==> src/rtl/reg_bus_master_if.sv <==
`default_nettype none
// ============================================================================
// Module  : reg_bus_master_if
// Brief   : Command/response handshake and en/rd/wr/be register-bus bundle.
// Revision: 1.0
// ============================================================================
interface reg_bus_master_if #(
    parameter int ADDR_WIDTH = 8,
    parameter int DATA_WIDTH = 16
);
    logic                  cmd_valid;
    logic                  cmd_ready;
    logic                  cmd_write;
    logic                  cmd_byte;
    logic [ADDR_WIDTH-1:0] cmd_addr;
    logic [DATA_WIDTH-1:0] cmd_wdata;

    logic                  rsp_valid;
    logic [DATA_WIDTH-1:0] rsp_data;
    logic                  rsp_error;

    logic                  bus_en;
    logic                  bus_rd;
    logic                  bus_wr;
    logic [1:0]            bus_be;
    logic [ADDR_WIDTH-1:0] bus_addr;
    logic [DATA_WIDTH-1:0] bus_wdata;
    logic [DATA_WIDTH-1:0] bus_rdata;

    modport master (
        input  cmd_valid, cmd_write, cmd_byte, cmd_addr, cmd_wdata, bus_rdata,
        output cmd_ready, rsp_valid, rsp_data, rsp_error,
               bus_en, bus_rd, bus_wr, bus_be, bus_addr, bus_wdata
    );

    modport slave (
        output cmd_valid, cmd_write, cmd_byte, cmd_addr, cmd_wdata, bus_rdata,
        input  cmd_ready, rsp_valid, rsp_data, rsp_error,
               bus_en, bus_rd, bus_wr, bus_be, bus_addr, bus_wdata
    );
endinterface
`default_nettype wire

==> src/rtl/reg_bus_master.sv <==
`default_nettype none
// ============================================================================
// Module  : reg_bus_master
// Brief   : Sequences setup/strobe/hold/recover register-bus accesses from
//           valid/ready word or byte commands. Defining
//           REG_BUS_MASTER_VERIFY_EN adds a read-back check after every write.
// Revision: 1.0
// ============================================================================
module reg_bus_master #(
    parameter int ADDR_WIDTH = 8,
    parameter int DATA_WIDTH = 16,
    parameter int READ_WAIT  = 3
) (
    input  wire              clk,
    input  wire              reset,
    reg_bus_master_if.master bus
);
    typedef enum logic [2:0] {
        S_IDLE    = 3'd0,
        S_SETUP   = 3'd1,
        S_STROBE  = 3'd2,
        S_HOLD    = 3'd3,
        S_RECOVER = 3'd4
    } state_t;

    localparam logic [3:0] c_wait_init = 4'(READ_WAIT - 1);

    state_t                r_state;
    logic [3:0]            r_wait_cnt;
    logic                  r_is_read;
    logic                  r_byte;
    logic                  r_lane;

    logic [1:0]            w_be_new;
    logic [DATA_WIDTH-1:0] w_wdata_new;
    logic [7:0]            w_lane;
    logic [DATA_WIDTH-1:0] w_rsp_new;

`ifdef REG_BUS_MASTER_VERIFY_EN
    logic                  r_verify;
    logic [1:0]            r_cmd_be;
    logic [DATA_WIDTH-1:0] w_mask;
    logic                  w_mismatch;
`endif

    always_comb begin
        w_be_new    = bus.cmd_byte ? (bus.cmd_addr[0] ? 2'b10 : 2'b01) : 2'b11;
        w_wdata_new = bus.cmd_byte ? {bus.cmd_wdata[7:0], bus.cmd_wdata[7:0]} : bus.cmd_wdata;
        w_lane      = r_lane ? bus.bus_rdata[15:8] : bus.bus_rdata[7:0];
        w_rsp_new   = r_byte ? {8'h00, w_lane} : bus.bus_rdata;
    end

`ifdef REG_BUS_MASTER_VERIFY_EN
    // bus_be is still driven during STROBE, so it masks the compare directly.
    always_comb begin
        w_mask     = {{8{bus.bus_be[1]}}, {8{bus.bus_be[0]}}};
        w_mismatch = |((bus.bus_rdata ^ bus.bus_wdata) & w_mask);
    end
`else
    assign bus.rsp_error = 1'b0;
`endif

    always_ff @(posedge clk) begin
        if (reset) begin
            r_state       <= S_IDLE;
            r_wait_cnt    <= 4'd0;
            r_is_read     <= 1'b0;
            r_byte        <= 1'b0;
            r_lane        <= 1'b0;
            bus.cmd_ready <= 1'b1;
            bus.rsp_valid <= 1'b0;
            bus.rsp_data  <= '0;
            bus.bus_en    <= 1'b0;
            bus.bus_rd    <= 1'b0;
            bus.bus_wr    <= 1'b0;
            bus.bus_be    <= 2'b00;
            bus.bus_addr  <= '0;
            bus.bus_wdata <= '0;
`ifdef REG_BUS_MASTER_VERIFY_EN
            bus.rsp_error <= 1'b0;
            r_verify      <= 1'b0;
            r_cmd_be      <= 2'b00;
`endif
        end else begin
            bus.rsp_valid <= 1'b0;
`ifdef REG_BUS_MASTER_VERIFY_EN
            bus.rsp_error <= 1'b0;
`endif
            case (r_state)
                S_IDLE: begin
                    if (bus.cmd_valid && bus.cmd_ready) begin
                        r_state       <= S_SETUP;
                        bus.cmd_ready <= 1'b0;
                        bus.bus_addr  <= {1'b0, bus.cmd_addr[ADDR_WIDTH-1:1]};
                        bus.bus_be    <= w_be_new;
                        bus.bus_wdata <= w_wdata_new;
                        r_is_read     <= ~bus.cmd_write;
                        r_byte        <= bus.cmd_byte;
                        r_lane        <= bus.cmd_addr[0];
`ifdef REG_BUS_MASTER_VERIFY_EN
                        r_cmd_be      <= w_be_new;
`endif
                    end
                end
                S_SETUP: begin
                    r_state    <= S_STROBE;
                    bus.bus_en <= 1'b1;
                    if (r_is_read) begin
                        bus.bus_rd <= 1'b1;
                        r_wait_cnt <= c_wait_init;
                    end else begin
                        bus.bus_wr <= 1'b1;
                    end
                end
                S_STROBE: begin
                    if (!r_is_read) begin
                        bus.bus_wr <= 1'b0;
                        r_state    <= S_HOLD;
                    end else if (r_wait_cnt == 4'd0) begin
                        // Last read-strobe cycle: capture and present the response.
                        bus.bus_rd    <= 1'b0;
                        r_state       <= S_HOLD;
                        bus.rsp_valid <= 1'b1;
                        bus.rsp_data  <= w_rsp_new;
`ifdef REG_BUS_MASTER_VERIFY_EN
                        bus.rsp_error <= r_verify & w_mismatch;
`endif
                    end else begin
                        r_wait_cnt <= r_wait_cnt - 4'd1;
                    end
                end
                S_HOLD: begin
                    bus.bus_en <= 1'b0;
                    bus.bus_be <= 2'b00;
                    r_state    <= S_RECOVER;
                end
                S_RECOVER: begin
`ifdef REG_BUS_MASTER_VERIFY_EN
                    if (!r_is_read) begin
                        // Re-run the same address and lanes as a read-back.
                        r_state    <= S_SETUP;
                        r_is_read  <= 1'b1;
                        r_verify   <= 1'b1;
                        bus.bus_be <= r_cmd_be;
                    end else begin
                        r_state       <= S_IDLE;
                        r_verify      <= 1'b0;
                        bus.cmd_ready <= 1'b1;
                    end
`else
                    r_state       <= S_IDLE;
                    bus.cmd_ready <= 1'b1;
`endif
                end
                default: begin
                    r_state       <= S_IDLE;
                    bus.cmd_ready <= 1'b1;
                    bus.bus_en    <= 1'b0;
                    bus.bus_rd    <= 1'b0;
                    bus.bus_wr    <= 1'b0;
                end
            endcase
        end
    end
endmodule
`default_nettype wire

==> src/flat_wrapper.sv <==
// flat-port wrapper written by rule: the top's interface ports become plain ports
module reg_bus_master_flat 
#(
    parameter int ADDR_WIDTH = 8,
    parameter int DATA_WIDTH = 16,
    parameter int READ_WAIT  = 3
)
  (clk, reset, bus_cmd_valid, bus_cmd_write, bus_cmd_byte, bus_cmd_addr, bus_cmd_wdata, bus_bus_rdata, bus_cmd_ready, bus_rsp_valid, bus_rsp_data, bus_rsp_error, bus_bus_en, bus_bus_rd, bus_bus_wr, bus_bus_be, bus_bus_addr, bus_bus_wdata);
  reg_bus_master_if #(.ADDR_WIDTH(ADDR_WIDTH), .DATA_WIDTH(DATA_WIDTH)) bus_i ();
  input  wire clk;
  input  wire reset;
  input wire logic [$bits(bus_i.cmd_valid)-1:0] bus_cmd_valid;
  input wire logic [$bits(bus_i.cmd_write)-1:0] bus_cmd_write;
  input wire logic [$bits(bus_i.cmd_byte)-1:0] bus_cmd_byte;
  input wire logic [$bits(bus_i.cmd_addr)-1:0] bus_cmd_addr;
  input wire logic [$bits(bus_i.cmd_wdata)-1:0] bus_cmd_wdata;
  input wire logic [$bits(bus_i.bus_rdata)-1:0] bus_bus_rdata;
  output wire logic [$bits(bus_i.cmd_ready)-1:0] bus_cmd_ready;
  output wire logic [$bits(bus_i.rsp_valid)-1:0] bus_rsp_valid;
  output wire logic [$bits(bus_i.rsp_data)-1:0] bus_rsp_data;
  output wire logic [$bits(bus_i.rsp_error)-1:0] bus_rsp_error;
  output wire logic [$bits(bus_i.bus_en)-1:0] bus_bus_en;
  output wire logic [$bits(bus_i.bus_rd)-1:0] bus_bus_rd;
  output wire logic [$bits(bus_i.bus_wr)-1:0] bus_bus_wr;
  output wire logic [$bits(bus_i.bus_be)-1:0] bus_bus_be;
  output wire logic [$bits(bus_i.bus_addr)-1:0] bus_bus_addr;
  output wire logic [$bits(bus_i.bus_wdata)-1:0] bus_bus_wdata;
  assign bus_i.cmd_valid = bus_cmd_valid;
  assign bus_i.cmd_write = bus_cmd_write;
  assign bus_i.cmd_byte = bus_cmd_byte;
  assign bus_i.cmd_addr = bus_cmd_addr;
  assign bus_i.cmd_wdata = bus_cmd_wdata;
  assign bus_i.bus_rdata = bus_bus_rdata;
  assign bus_cmd_ready = bus_i.cmd_ready;
  assign bus_rsp_valid = bus_i.rsp_valid;
  assign bus_rsp_data = bus_i.rsp_data;
  assign bus_rsp_error = bus_i.rsp_error;
  assign bus_bus_en = bus_i.bus_en;
  assign bus_bus_rd = bus_i.bus_rd;
  assign bus_bus_wr = bus_i.bus_wr;
  assign bus_bus_be = bus_i.bus_be;
  assign bus_bus_addr = bus_i.bus_addr;
  assign bus_bus_wdata = bus_i.bus_wdata;
  reg_bus_master #(.ADDR_WIDTH(ADDR_WIDTH), .DATA_WIDTH(DATA_WIDTH), .READ_WAIT(READ_WAIT)) u_core (.clk(clk), .reset(reset), .bus(bus_i));
endmodule
==> config.mk <==
export PLATFORM = sky130hd
export DESIGN_NAME = reg_bus_master_flat
export DESIGN_NICKNAME = d
export VERILOG_FILES = /design/src/rtl/reg_bus_master_if.sv /design/src/rtl/reg_bus_master.sv /design/src/flat_wrapper.sv
export SDC_FILE = /design/constraint.sdc
export NUM_CORES = 1
export LEC_CHECK = 0
export CAP_MARGIN = 0
export CORE_MARGIN = 5
export CORE_UTILIZATION = 40
export DETAILED_ROUTE_END_ITERATION = 16
export PLACE_DENSITY = 0.74
export SYNTH_ARGS = -nofsm -noshare
export SYNTH_HDL_FRONTEND = slang
export SYNTH_SLANG_ARGS = --single-unit
==> constraint.sdc <==
create_clock -name clk -period 1.8 [get_ports clk]
set_input_delay 0.18 -clock clk [delete_from_list [all_inputs] [get_ports clk]]
set_output_delay 0.18 -clock clk [all_outputs]
set_load 0.05 [all_outputs]
==> impl_metrics.py <==
metrics = {
    "outcome": {
        "run_status": "finished clean",
    },
    "synth": {
        "ys_async_sr_fraction_pct": 0,
        "ys_top_cells_by_area": "sky130_fd_sc_hd__dfxtp_1, sky130_fd_sc_hd__a21oi_1, sky130_fd_sc_hd__o21ai_0, sky130_fd_sc_hd__a311oi_1, sky130_fd_sc_hd__nand3_1",
        "post_synth_instance_area_um2": 2540,
        "synth_flop_cell": "sky130_fd_sc_hd__dfxtp_1",
        "seq_area_frac_synth_pct": 44.14,
        "synth-warning-count": 0,
        "mean_area_per_synthesized_cell_um2": 8.669,
        "largest_area_contributor_in_the_netlist": "sky130_fd_sc_hd__dfxtp_1",
        "synth_cell_type_count": 40,
        "syn_inst": 293,
        "synth_edf_count": 0,
        "synthDominantCellAreaShare_pct": 44.14,
        "ys_seq_elements": 56,
    },
    "die": {
        "rows": 29,
        "floorplan.core_area_um2": 6277,
        "initial_core_util_pct": 40.46,
        "die_area_um2": 8043,
        "io_pins": 93,
        "die-width_um": 89.69,
        "die_h_um": 89.69,
    },
    "final_layout": {
        "finish.cell_count_without_fillers": 451,
        "commonest_non_fill_non_tap_cell_in_the_layout": "sky130_fd_sc_hd__clkdlybuf4s50_1",
        "syn2layout_area_growth_pct": 42.76,
        "layout_cell_share_with_drive_strength_beyond_1_pct": 8.021,
        "fillerInstances": 567,
        "most-common-layout-cells": "sky130_fd_sc_hd__clkdlybuf4s50_1, sky130_fd_sc_hd__dfxtp_1, sky130_fd_sc_hd__a21oi_1, sky130_fd_sc_hd__o21ai_0, sky130_fd_sc_hd__nand3_1",
        "antennaDiodeCount": 0,
        "final_net_count": 420,
        "finish.utilization_pct": 57.76,
    },
    "place": {
        "buffer_ports.inserted": 90,
        "numPlacedInstances": 443,
        "detailedPlacementHpwl_um": 5322,
        "routabilityCongestion": 0.8351,
    },
    "routing": {
        "drtIter0Drc": 148,
        "postRouteAntennaNets": 0,
        "detail_route.wl_per_cell_um": 15.72,
        "post-route-drc-count": 0,
        "dr_total_vias": 2523,
        "drt_via_density": 5.594,
        "final_routed_wirelength_across_all_metal_layers_um": 7090,
        "first_pass_iters": 4,
    },
    "clock_tree": {
        "cts_max_level": 2,
        "cts-buffers-inserted": 5,
        "clk-insertion-delay-late_ns": 0.31,
        "clkSinkCount": 56,
        "cts_root_buffer": "sky130_fd_sc_hd__clkbuf_8",
        "cts.clk_slew.worst_paths_ns": 0.10,
        "tritoncts": "done",
        "postCtsSetupRepairBufs": 0,
        "cts.path.max_buffers": 2,
    },
    "grt": {
        "grt_usage_pct": 17.58,
        "globalRoute.totalOverflow": 0,
        "first_global_vias": 2292,
        "global_route_wire_length_before_repair_um": 11090,
        "grt_start_max_net_pins": 37,
        "grt_antenna_before_repair": 0,
    },
    "setup_path": {
        "critical_path.top_delay_family": "simple AND/OR/NAND/NOR gates",
        "critical_path.endpoint_type": "flip-flop",
        "crit_path_to": "u_core.bus.rsp_data[4]$_SDFFE_PP0P_",
        "critical_path.max_fanout": 8,
        "reg2reg_slack_ns": 0.10,
        "r2r_end": "u_core.bus.rsp_data[4]$_SDFFE_PP0P_",
        "arrival_ns": 1.87,
        "critical_path.slowest_cell": "sky130_fd_sc_hd__or3b_1",
        "worstSetupStartpointType": "flip-flop",
        "timing.reg2reg.worst_path_depth": 5,
        "cp.required_ns": 1.97,
        "buf_inv_stages_crit_path": 1,
        "timing.setup.critical_path_class": "reg -> reg",
        "critical_path_cell_count": 5,
        "worstPathCellList": "inv_1 -> ha_1 -> or3b_1 -> nor2_2 -> a311oi_1",
        "crit_start": "u_core.r_wait_cnt[1]$_SDFFE_PP0P_",
        "timing.critical_path.slowest_cell_delay_ns": 0.48,
        "r2r-start": "u_core.r_wait_cnt[1]$_SDFFE_PP0P_",
    },
    "power_and_ir_drop": {
        "power.share.clock_pct": 23.0,
        "ir_worst_vdd_mv": 0.5091,
        "power_report.internal_total_uw": 2025,
        "power.share.combinational_pct": 30.5,
        "seq_power_share_pct": 46.5,
        "powerDensity_nw_per_um2": 839.8,
        "leak_pwr_uw": 0.001277,
        "p_total_uw": 3045,
        "switchingPower_uw": 1020,
        "switching_share_pct": 33.49,
    },
    "timing": {
        "timing.final.crit_share_pct": 94.25,
        "final_max_slew_viol_count": 0,
        "tightestPinTransition_ns": 0.5482,
        "fin_crit_ns": 1.696,
        "fin_worst_skew_ns": 0.007032,
        "setup_repair_after_global_routing_missed_its_margin": "no",
        "hold_violations": 0,
        "setup_total_negative_slack_ns": 0,
        "setup_viol_count_final": 0,
        "timing.fmax_ghz": 0.5895,
        "slew_headroom_pct": 63.34,
    },
    "min_path": {
        "min-delay-path-class": "in -> reg",
        "min_from": "reset",
    },
    "run": {
        "drv.max_cap_violation_count": 0,
    },
}
==> repair_timing <==
item,CTS,global route
setup endpoints to repair,0,2
hold buffers,0,0
resized for setup,0,2
==> flip-flops by register name, summed over array words and instances (netlist names), 2 cells and up <==
| name | cells |
|---|---|
| u_core.r_wait_cnt | 4 |
| u_core.bus.bus_be | 2 |
| u_core.bus.rsp_data | 16 |
| u_core.bus.bus_wdata | 16 |
| u_core.r_state | 3 |
| u_core.bus.bus_addr | 7 |
==> routing by layer <==
layer	track usage, %	vias up	routed length (um)
met5	0	-	0
met3	4.015	11	355
met4	6.089	0	157
met1	23.30	1196	3026
met2	28.13	73	3551
li1	-	1243	-
==> metrics by stage <==
stage          setup WS [ns]  hold WS, ns  cell area (um2)
6_report              0.1035       0.3315             3626
5_1_grt              0.05271       0.3559             3626
4_1_cts              0.04945       0.3161             3622
3_5_place_dp         0.09939       0.4692             3532
3_3_place_gp          0.1453       0.4549             3532
2_1_floorplan         0.1742       0.2962             2544
==> power by group through the flow <==
stage               sequential (uW)  combinational (uW)  clock, uW
floorplan                      1690                 329          0
global placement               1440                 920          0
detailed placement             1440                 932          0
CTS                            1410                 934        714
global route                   1430                 984        777
finish                         1420                 928        702
==> logic make-up after synthesis <==
group                      Yosys count  synth area share, %
muxes                                8                3.153
other                                1               0.1476
adders and majority gates            2               0.9851
AOI/OAI and AO/OA                  108                25.67
buffers and inverters               38                7.044
and+or+nand+nor                     80                18.87
DFF                                 56                44.14
==> cell type report <==
type / count / area (um2) / share of cell area [%]
inverter: 4 / 15.01 / 0.4141
clock buffer: 8 / 90.09 / 2.484
sequential: 56 / 1122 / 30.95
multi-input combinational: 200 / 1259 / 34.71
timing repair buffer: 106 / 1044 / 28.78
tap: 77 / 96.34 / 2.657
==> how the worst min path moves through the flow <==
stage,cells after the start,to
4_1_cts,2,u_core.bus.bus_addr[2]$_SDFFE_PP0P_
3_5_place_dp,2,u_core.bus.bus_addr[2]$_SDFFE_PP0P_
5_1_grt,2,u_core.bus.bus_wdata[7]$_SDFFE_PP0P_
6_report,2,u_core.bus.bus_wdata[7]$_SDFFE_PP0P_
3_3_place_gp,2,u_core.bus.bus_en$_SDFFE_PP0N_
2_1_floorplan,1,u_core.r_is_read$_SDFFE_PP0P_
==> worst register-to-register path, delay by kind of cell, from the launching register on <==
| family | cells | cell delay, ns |
|---|---|---|
| DFF | 1 | 0.34 |
| AOI/OAI and AO/OA | 1 | 0.15 |
| buffers and inverters | 1 | 0.08 |
| and+or+nand+nor | 2 | 0.84 |
| adders and majority gates | 1 | 0.16 |
==> synthesized netlist by cell type, types with 5 or more instances <==
master / count
sky130_fd_sc_hd__nand4b_1: 8
sky130_fd_sc_hd__a311oi_1: 17
sky130_fd_sc_hd__nor2b_1: 6
sky130_fd_sc_hd__nand2_1: 15
sky130_fd_sc_hd__dfxtp_1: 56
sky130_fd_sc_hd__buf_4: 5
sky130_fd_sc_hd__buf_2: 8
sky130_fd_sc_hd__a21oi_1: 46
sky130_fd_sc_hd__mux2i_1: 8
sky130_fd_sc_hd__nand3_1: 27
sky130_fd_sc_hd__o21ai_0: 30
sky130_fd_sc_hd__clkbuf_1: 19
Note: power is estimated with default switching activity, not from simulation.
